--- src/rtl/memory_arbiter_pkg.sv ---
// memory_arbiter_pkg
//   Shared definitions for the memory command-port arbiter: FSM state
//   encoding, arbitration mode constants, legacy engine channel indices
//   (still used as sel_in values) and default memory bus widths.
package memory_arbiter_pkg;

    localparam int unsigned MEM_ADDR_W = 10;
    localparam int unsigned MEM_DATA_W = 64;

    typedef enum logic [1:0] {
        ARB_IDLE  = 2'd0,
        ARB_ISSUE = 2'd1,
        ARB_WAIT  = 2'd2,
        ARB_DONE  = 2'd3
    } arb_state_e;

    localparam logic ARB_MODE_SEL = 1'b0;
    localparam logic ARB_MODE_RR  = 1'b1;

    // Legacy select-mux channel indices
    localparam logic [3:0] MUX_TRAVERSAL = 4'd0;
    localparam logic [3:0] MUX_EXECUTE   = 4'd1;
    localparam logic [3:0] MUX_CELL      = 4'd2;
    localparam logic [3:0] MUX_INCR      = 4'd3;
    localparam logic [3:0] MUX_EQUAL     = 4'd4;
    localparam logic [3:0] MUX_EDIT      = 4'd5;

endpackage

--- src/rtl/memory_arbiter_rr_picker.sv ---
// memory_arbiter_rr_picker
//   Combinational rotate-priority encoder. Returns the first set request
//   found when searching ptr, ptr+1, ... wrapping modulo NUM_CH.
//   req       : per-channel request levels
//   ptr       : index with highest priority
//   grant_idx : winning channel index (0 when valid is low)
//   valid     : at least one request is set
module memory_arbiter_rr_picker #(
    parameter int unsigned NUM_CH = 6,
    parameter int unsigned IDX_W  = $clog2(NUM_CH)
) (
    input  logic [NUM_CH-1:0] req,
    input  logic [IDX_W-1:0]  ptr,
    output logic [IDX_W-1:0]  grant_idx,
    output logic              valid
);

    logic [2*NUM_CH-1:0] dbl;
    logic [NUM_CH-1:0]   rot;
    logic [IDX_W:0]      sum;

    always_comb begin
        dbl       = {req, req};
        // rot[k] is the request of channel (ptr + k) mod NUM_CH
        rot       = NUM_CH'(dbl >> ptr);
        grant_idx = '0;
        valid     = 1'b0;
        sum       = '0;
        for (int unsigned k = 0; k < NUM_CH; k++) begin
            if (!valid && rot[k]) begin
                valid = 1'b1;
                sum   = {1'b0, ptr} + (IDX_W+1)'(k);
                if (sum >= (IDX_W+1)'(NUM_CH)) begin
                    sum = sum - (IDX_W+1)'(NUM_CH);
                end
                grant_idx = sum[IDX_W-1:0];
            end
        end
    end

endmodule

--- src/rtl/memory_arbiter.sv ---
// memory_arbiter
//   Multiplexes NUM_CH engine channels onto the single memory_unit command
//   port. A winning channel's command is latched in IDLE, issued with a
//   one-cycle execute strobe, and completed with a one-cycle ch_done pulse
//   once memory_unit answers with mem_ready.
//   clk, rst            : clock, synchronous active-high reset
//   mode, sel_in        : 0 = external select by sel_in, 1 = round-robin
//   ch_req, ch_*        : per-channel request level and packed command fields
//   ch_done, ch_grant   : one-hot completion pulse / current owner
//   rd_data             : read data returned to the owner, held afterwards
//   mem_func, execute,
//   address1, address2,
//   write_data          : command port to memory_unit
//   mem_ready,
//   mem_read_data       : memory_unit completion strobe and read result
//   busy                : high in every state except IDLE
module memory_arbiter
    import memory_arbiter_pkg::*;
#(
    parameter int unsigned NUM_CH = 6,
    parameter int unsigned ADDR_W = MEM_ADDR_W,
    parameter int unsigned DATA_W = MEM_DATA_W,
    parameter int unsigned SEL_W  = 4
) (
    input  logic                     clk,
    input  logic                     rst,
    input  logic                     mode,
    input  logic [SEL_W-1:0]         sel_in,
    input  logic [NUM_CH-1:0]        ch_req,
    input  logic [2*NUM_CH-1:0]      ch_mem_func,
    input  logic [ADDR_W*NUM_CH-1:0] ch_address1,
    input  logic [ADDR_W*NUM_CH-1:0] ch_address2,
    input  logic [DATA_W*NUM_CH-1:0] ch_write_data,
    output logic [NUM_CH-1:0]        ch_done,
    output logic [NUM_CH-1:0]        ch_grant,
    output logic [DATA_W-1:0]        rd_data,
    output logic [1:0]               mem_func,
    output logic                     execute,
    output logic [ADDR_W-1:0]        address1,
    output logic [ADDR_W-1:0]        address2,
    output logic [DATA_W-1:0]        write_data,
    input  logic                     mem_ready,
    input  logic [DATA_W-1:0]        mem_read_data,
    output logic                     busy
);

    localparam int unsigned IDX_W    = $clog2(NUM_CH);
    localparam int unsigned SEL_SPAN = 1 << SEL_W;

    arb_state_e          state_q;
    logic [IDX_W-1:0]    rr_ptr_q, rr_ptr_d;
    logic [IDX_W-1:0]    grant_idx_q;
    logic                txn_mode_q;
    logic [NUM_CH-1:0]   ch_done_q, ch_grant_q;
    logic [DATA_W-1:0]   rd_data_q;
    logic [1:0]          mem_func_q;
    logic                execute_q;
    logic [ADDR_W-1:0]   address1_q, address2_q;
    logic [DATA_W-1:0]   write_data_q;
    logic                busy_q;

    logic [SEL_SPAN-1:0] req_ext;
    logic                sel_ok;
    logic [IDX_W-1:0]    rr_idx, win_idx;
    logic                rr_valid, win_valid;
    logic [NUM_CH-1:0]   win_onehot;
    logic [1:0]          win_func;
    logic [ADDR_W-1:0]   win_addr1, win_addr2;
    logic [DATA_W-1:0]   win_wdata;

    memory_arbiter_rr_picker #(
        .NUM_CH (NUM_CH),
        .IDX_W  (IDX_W)
    ) u_rr_picker (
        .req       (ch_req),
        .ptr       (rr_ptr_q),
        .grant_idx (rr_idx),
        .valid     (rr_valid)
    );

    // Winner selection and command mux; only consumed in IDLE.
    always_comb begin
        // Zero-extend requests so any sel_in value indexes safely.
        req_ext = SEL_SPAN'(ch_req);
        sel_ok  = (32'(sel_in) < NUM_CH);
        if (mode == ARB_MODE_RR) begin
            win_valid = rr_valid;
            win_idx   = rr_idx;
        end else begin
            win_valid = sel_ok && req_ext[sel_in];
            win_idx   = IDX_W'(sel_in);
        end

        win_onehot = '0;
        win_func   = '0;
        win_addr1  = '0;
        win_addr2  = '0;
        win_wdata  = '0;
        for (int unsigned c = 0; c < NUM_CH; c++) begin
            if (win_idx == IDX_W'(c)) begin
                win_onehot[c] = 1'b1;
                win_func      = ch_mem_func[2*c +: 2];
                win_addr1     = ch_address1[ADDR_W*c +: ADDR_W];
                win_addr2     = ch_address2[ADDR_W*c +: ADDR_W];
                win_wdata     = ch_write_data[DATA_W*c +: DATA_W];
            end
        end

        rr_ptr_d = (32'(grant_idx_q) == NUM_CH - 1) ? '0 : grant_idx_q + 1'b1;
    end

    always_ff @(posedge clk) begin
        if (rst) begin
            state_q      <= ARB_IDLE;
            rr_ptr_q     <= '0;
            grant_idx_q  <= '0;
            txn_mode_q   <= ARB_MODE_SEL;
            ch_done_q    <= '0;
            ch_grant_q   <= '0;
            rd_data_q    <= '0;
            mem_func_q   <= '0;
            execute_q    <= 1'b0;
            address1_q   <= '0;
            address2_q   <= '0;
            write_data_q <= '0;
            busy_q       <= 1'b0;
        end else begin
            ch_done_q <= '0;
            execute_q <= 1'b0;
            case (state_q)
                ARB_IDLE: begin
                    if (win_valid) begin
                        mem_func_q   <= win_func;
                        address1_q   <= win_addr1;
                        address2_q   <= win_addr2;
                        write_data_q <= win_wdata;
                        ch_grant_q   <= win_onehot;
                        grant_idx_q  <= win_idx;
                        // Pointer update follows the mode the grant was made in.
                        txn_mode_q   <= mode;
                        execute_q    <= 1'b1;
                        busy_q       <= 1'b1;
                        state_q      <= ARB_ISSUE;
                    end
                end
                ARB_ISSUE, ARB_WAIT: begin
                    if (mem_ready) begin
                        rd_data_q <= mem_read_data;
                        ch_done_q <= ch_grant_q;
                        state_q   <= ARB_DONE;
                    end else begin
                        state_q   <= ARB_WAIT;
                    end
                end
                ARB_DONE: begin
                    if (txn_mode_q == ARB_MODE_RR) begin
                        rr_ptr_q <= rr_ptr_d;
                    end
                    ch_grant_q <= '0;
                    busy_q     <= 1'b0;
                    state_q    <= ARB_IDLE;
                end
                default: state_q <= ARB_IDLE;
            endcase
        end
    end

    assign ch_done    = ch_done_q;
    assign ch_grant   = ch_grant_q;
    assign rd_data    = rd_data_q;
    assign mem_func   = mem_func_q;
    assign execute    = execute_q;
    assign address1   = address1_q;
    assign address2   = address2_q;
    assign write_data = write_data_q;
    assign busy       = busy_q;

endmodule

--- config.mk ---
export PLATFORM = sky130hd
export DESIGN_NAME = memory_arbiter
export DESIGN_NICKNAME = d
export VERILOG_FILES = /design/src/rtl/memory_arbiter_pkg.sv /design/src/rtl/memory_arbiter_rr_picker.sv /design/src/rtl/memory_arbiter.sv
export SDC_FILE = /design/constraint.sdc
export NUM_CORES = 1
export LEC_CHECK = 0
export CAP_MARGIN = 40
export CORE_AREA = 4 4 293 295
export CTS_CLUSTER_DIAMETER = 200
export DETAILED_ROUTE_END_ITERATION = 10
export DIE_AREA = 0 0 297 299
export PLACE_DENSITY = 0.39
export SLEW_MARGIN = 5
export SYNTH_ARGS = -nofsm -noshare
export SYNTH_HDL_FRONTEND = slang
export SYNTH_SLANG_ARGS = --single-unit
--- constraint.sdc ---
create_clock -name clk -period 3.4 [get_ports clk]
set_input_delay 0.34 -clock clk [delete_from_list [all_inputs] [get_ports clk]]
set_output_delay 0.34 -clock clk [all_outputs]
set_load 0.01 [all_outputs]
# [Yosys cells after proc, flatten, opt, wreduce, memory -nomap -nowiden]
# Index checks and enable logic that the tools add are counted.
[word_totals] regBits=173 word_cells=129 output_inout_bits=164 in_bits=594
[classes] n_shift=1 eq_ne=10 reduce_logical=21 n_lt_le_gt_ge=8 n_bitwise=3 muxes=61 add_sub_neg=12
[ops] operator="$mux W64" count=6
[ops] operator="$mux W10" count=12
[ops] operator="$mux W3" count=14
[ops] operator="$ge A4 B3 Y1 const B" count=5
[ops] operator="$sub A3 B3 Y3 const B" count=6
[ops] operator="$mux W1" count=17
[ops] operator="$mux W2" count=7
[ops] operator="$pmux W6 S2" count=1
[ops] operator="$shr A12 B3 Y6" count=1
[ops] operator="$eq A3 B3 Y1 const B" count=3
[ops] operator="$add A3 B2 Y4 const B" count=2
[ops] operator="$add A3 B3 Y4 const B" count=2
[ops] operator="$reduce_and A2 Y1" count=4
[ops] operator="$eq A3 B2 Y1 const B" count=2
[ops] operator="$logic_and A1 B1 Y1" count=6
[ops] operator="$mux W6" count=1
[ops] operator="$pmux W2 S3" count=1
[ops] operator="$logic_not A1 Y1" count=5
[ops] operator="$lt A4 B5 Y1 const B" count=1
[ops] operator="$add A3 B1 Y4 const B" count=1
[ops] operator="$bmux W1 S4" count=1
[ops] operator="$eq A2 B2 Y1 const B" count=2
[ops] operator="$lt A4 B3 Y1 const B" count=1
[ops] operator="$reduce_or A2 Y1" count=2
[ops] operator="other kinds (11)" count=13

# [Depth between registers and ports, before layout]
[logic_depth] ltp_word=25 mapped_depth=18 ltp_nobuf=12

# [Hierarchy]
# A second synthesis with hierarchy kept.
[unflattened] cells_unflattened=1330 area_unflattened_um2=10994.3
[modules_own_cells] module="memory_arbiter" area_per_inst_um2=9918.3 seq_area_each_um2=3463.3 n_inst=1 cells_each=1183
[modules_own_cells] module="memory_arbiter_rr_picker" area_per_inst_um2=1076.0 seq_area_each_um2=0.0 n_inst=1 cells_each=147

# [Least setup slack after synthesis]
# Ideal clock, no wire load.
[synth_path] path_type="register to register" start="register rr_ptr_q[1]" end="register write_data_q[22], in the netlist write_data[22]" required_ns=3.308 setup_time_ns=0.092 arrival_ns=3.311 synth_period_minus_slack_ns=3.403 slack_ns=-0.003 path_buffers=4 stages_incl_launch_ff=16 cell_sequence="dfxtp_1 buf_4 buf_6 inv_1 ha_1 clkbuf_1 nor3_1 a21o_1 a221oi_1 a2111oi_0 a211oi_1 and3_1 and2_1 clkbuf_1 a221oi_1 o32ai_1"
[synth_between] elab_chain_len=25 elab_cells_between_ends=61 cone_classes="11 x add/sub; 6 x order compare; 5 x eq/ne; 1 x shift; 26 x mux; 12 x reduce/logical"
[synth_rtl] element="start, declared" line="memory_arbiter.sv:51" source="logic [IDX_W-1:0] rr_ptr_q, rr_ptr_d;"
[synth_rtl] element="start signal, assigned" line="memory_arbiter.sv:157" source="rr_ptr_q <= rr_ptr_d;"
[synth_rtl] element="$shr A12 B3 Y6" line="memory_arbiter_rr_picker.sv:25" source="rot = NUM_CH'(dbl >> ptr);"
[synth_rtl] element="$mux W1" line="memory_arbiter_rr_picker.sv:30" source="if (!valid && rot[k]) begin"
[synth_rtl] element="$logic_not A1 Y1" line="memory_arbiter_rr_picker.sv:30"
[synth_rtl] element="$logic_and A1 B1 Y1" line="memory_arbiter_rr_picker.sv:30"
[synth_rtl] element="$mux W1" line="memory_arbiter_rr_picker.sv:30"
[synth_rtl] element="$logic_not A1 Y1" line="memory_arbiter_rr_picker.sv:30"
[synth_rtl] element="$logic_and A1 B1 Y1" line="memory_arbiter_rr_picker.sv:30"
[synth_rtl] element="$mux W1" line="memory_arbiter_rr_picker.sv:30"
[synth_rtl] element="[4 not listed]"
[synth_rtl] element="$logic_and A1 B1 Y1" line="memory_arbiter_rr_picker.sv:30"
[synth_rtl] element="$mux W1" line="memory_arbiter_rr_picker.sv:30"
[synth_rtl] element="$logic_not A1 Y1" line="memory_arbiter_rr_picker.sv:30"
[synth_rtl] element="$logic_and A1 B1 Y1" line="memory_arbiter_rr_picker.sv:30"
[synth_rtl] element="$mux W3" line="memory_arbiter_rr_picker.sv:30"
[synth_rtl] element="$mux W3" line="memory_arbiter.sv:86" source="if (mode == ARB_MODE_RR) begin"
[synth_rtl] element="$logic_not A3 Y1" line="memory_arbiter.sv:100" source="if (win_idx == IDX_W'(c)) begin"
[synth_rtl] element="$mux W64 (6 in series)" line="memory_arbiter.sv:100"
[synth_rtl] element="end signal, assigned" line="memory_arbiter.sv:136" source="write_data_q <= win_wdata;"
[synth_rtl] element="end, declared" line="memory_arbiter.sv:59" source="logic [DATA_W-1:0] write_data_q;"
# Several ways; a longest one is shown, not always the timed one.
# A chain may end at the register's enable or synchronous reset.

# [Final worst setup path]
[layout_path] start="register rr_ptr_q[1]" end="register write_data_q[43], in the netlist write_data[43]"
# Same word-level chain as after synthesis.

==> metrics <==
gpl congestion just over 0.9; DR WL/cell 22.9 µm; Clk Latency, worst-skew pair 0.50 ns; design area 22,200 µm²; die area 88,800 µm²; met1 usage 0.199; Worst Path Arrival roughly 3.7 ns; global routing usage on met3 0.0460; port bufs between 700 and 800; library cells used by synthesis 64; largest fanout on the critical path 13; area grow syn2layout 97.3%; Post-route DRC 0; min-delay src rst; Initial Util 0.135; Post-Syn Area per Cell 7.02 µm²; yosys warns 0; vias in the first global route about 16,000; Crit. End Element flop; drt pass-1 iters 5; Worst Setup SP rr_ptr_q[1]; Post-Layout Cell Count about 3,500; Hold Violations, Final 0; crit path time final between 3 and 4 ns; cell accounting for the most synthesized area dfxtp_1; Netlist Area Pre-Place about 11,000 µm²; worst reg-to-reg path cell count 11; Syn Inst Count 1,600; first-pass GRT wire length 113,000 µm; share of flip-flops with an asynchronous set or reset 0; measured slew at the worst slew-check pin 0.766 ns; largest net degree at the start of global routing between 40 and 50; final setup fails 0; total grt overflow 0; layout cells sized above 1 0.127; status finished, final reports clean; CP startpoint kind flop; Placed Area between 20,000 and 25,000 µm²; DIE WIDTH between 200 and 300 µm; pwr dens 564 nW/µm²; # placed instances approximately 3,400; number of synthesized flops with an enable pin 0; kind of critical path flop to flop; sequential area share after synthesis 0.308; gr usage total 0.170; Clock Pin Slew Worst Setup and Hold Paths 0.08 ns; Hold Path Class primary input to flop; routed vias/inst between 4 and 5; top area cells in the synthesized netlist dfxtp_1 (31%), nand2_1 (11%), nor2_1 (8.1%), o22ai_1 (5.8%), o221ai_1 (5.7%); Final ANT Viol Nets 0; buffer depth of the longest clock path 2; Min-Delay Path Depth 2; H-tree depth 4; fin crit share 0.992; fmax 297 MHz; net count of the mapped netlist roughly 2,200; ys flop type dfxtp_1; CTS tree done; WL final roughly 80,000 µm; Top Ports ~760; pins over their slew limit 0; Critical Path RT between 3 and 4 ns; top-area cell type share of the netlist area 0.308; Root Driver clkbuf_16; leak pwr approximately 7.9 nW; Clock Sinks ~170; DP HPWL 65,300 µm; Num CTS Buffers 17; FP Rows 106; RSZ-0062 raised after global routing true; NumNets Final 2,986; most used routing layer met2; maxcap violations 0; CORE AREA 83,200 µm²; skew final 0.0179 ns; #FFs+latches synth 173; VDD IR max 0.000411 V; Slew headroom 0.484; initial DRC count about 810; initial antenna violation count 9; FF-to-FF Start rr_ptr_q[1]; met2 GRT Util 0.314; Vias between 15,000 and 20,000; Die Y 299 µm
[cell usage after synthesis, drive strengths merged (20+ instances only)]
| cell | n |
|---|---|
| clkbuf | 98 |
| nand3 | 78 |
| nor2 | 242 |
| o21ai | 84 |
| buf | 57 |
| dfxtp | 173 |
| o22ai | 154 |
| a21oi | 94 |
| inv | 25 |
| nand2 | 324 |
| o221ai | 73 |
| nand2b | 20 |
| and2 | 23 |
[what timing repair did]
item                                    in CTS  in global routing
hold buffers                                 0                  0
endpoints found under the setup margin      95                 95
setup buffers                                0                  3
gates resized for setup                      8                 39
pin swaps                                    3                  5
cloned                                       0                  4
[power breakdown]
part | internal (mW) | leakage (nW) | switching [mW] | total, mW
Combinational | 3.49 | 6.23 | 3.71 | 7.20
Sequential | 2.70 | 1.42 | 0.553 | 3.26
Clock | 0.967 | 0.279 | 1.07 | 2.04
[cell usage in the layout, fill, tap and decap left out, types with 5 or more instances in the layout]
| cell type | n |
|---|---|
| o21ai_0 | 82 |
| nor2_1 | 242 |
| a221oi_2 | 6 |
| diode_2 | 5 |
| buf_4 | 114 |
| clkbuf_16 | 21 |
| a211oi_2 | 7 |
| a221oi_1 | 7 |
| o22ai_2 | 50 |
| a211oi_1 | 9 |
| nand3_1 | 77 |
| nand2_1 | 321 |
| mux2i_1 | 16 |
| ha_1 | 10 |
| buf_12 | 41 |
| a22oi_1 | 5 |
| and2_1 | 21 |
| nor3_1 | 7 |
| inv_1 | 25 |
| o22ai_1 | 104 |
| dfxtp_1 | 171 |
| o221ai_1 | 66 |
| a21oi_1 | 93 |
| nand2b_1 | 20 |
| o221ai_2 | 7 |
| o32ai_1 | 14 |
| clkdlybuf4s50_1 | 756 |
[registers in the layout, summed over array words and instances (netlist names)]
register     flops
mem_func         2
write_data      64
ch_done          6
address2        10
rd_data         64
execute          1
state_q          2
rr_ptr_q         3
txn_mode_q       1
grant_idx_q      3
busy             1
ch_grant         6
address1        10
[cell type report]
| cell class | instances | area [µm²] |
|---|---|---|
| flip-flops and latches | 173 | 3470 |
| clock inverters | 14 | 129 |
| multi-input cells | 1246 | 7260 |
| inverters | 26 | 101 |
| clock buffers | 18 | 429 |
| repair buffers | 918 | 9400 |
| fillers | 8994 | 61000 |
| diodes | 5 | 12.5 |
| well taps | 1080 | 1350 |
[logic make-up (layout without fill, tap and decap cells)]
logic type               after synthesis  count (layout)  synth area share
AND/OR/NAND/NOR                      714             714             0.264
flip-flops                           173             173             0.308
multiplexers                          29              29            0.0310
AO/OA/AOI/OAI                        487             487             0.311
XOR/XNOR                               6               6           0.00468
buffers and inverters                181             976            0.0700
other                                  0               5                 0
adder cells (fa/ha/maj)               10              10            0.0111
[metrics by stage]
stage / utilization / hold slack (ns) / TNS (ns) / setup WS, ns / power, mW
after floorplan: - / 0.457 / 0 / 0.0825 / 6.23
after global placement: 0.255 / 0.443 / -41.80 / -0.545 / 10.4
final: 0.266 / 0.338 / 0 / 0.0286 / 12.5
after global routing: 0.266 / 0.329 / -0.242 / -0.0228 / 13.3
after CTS: 0.262 / 0.292 / 0 / 0.00190 / 12.6
after detailed placement: 0.255 / 0.445 / -39.39 / -0.512 / 10.5
[worst paths after layout]
kind | endpoint | slack [ns]
max | write_data[43] | 0.03
min | ch_grant[0] | 0.34
max reg2reg | write_data[43] | 0.03
min reg2reg | rd_data[7] | 0.45
[worst max-delay path, stage by stage (launching register included)]
cell and delay (ns):
dfxtp_4 0.43, mux2_4 0.34, mux2_2 0.28, mux2_4 0.30, mux2i_1 0.12, or2_2 0.28, a211o_4 0.35, and2_4 0.19
or2_1 0.24, buf_4 0.24, a211oi_1 0.34, o32ai_1 0.12
[metal layers]
layer | vias to the layer above | part of all wire
met5 | - | 0.00051
li1 | 7287 | -
met2 | 553 | 0.52
met3 | 52 | 0.065
met1 | 7263 | 0.40
met4 | 6 | 0.011
Power figures use the tool's default switching activity.
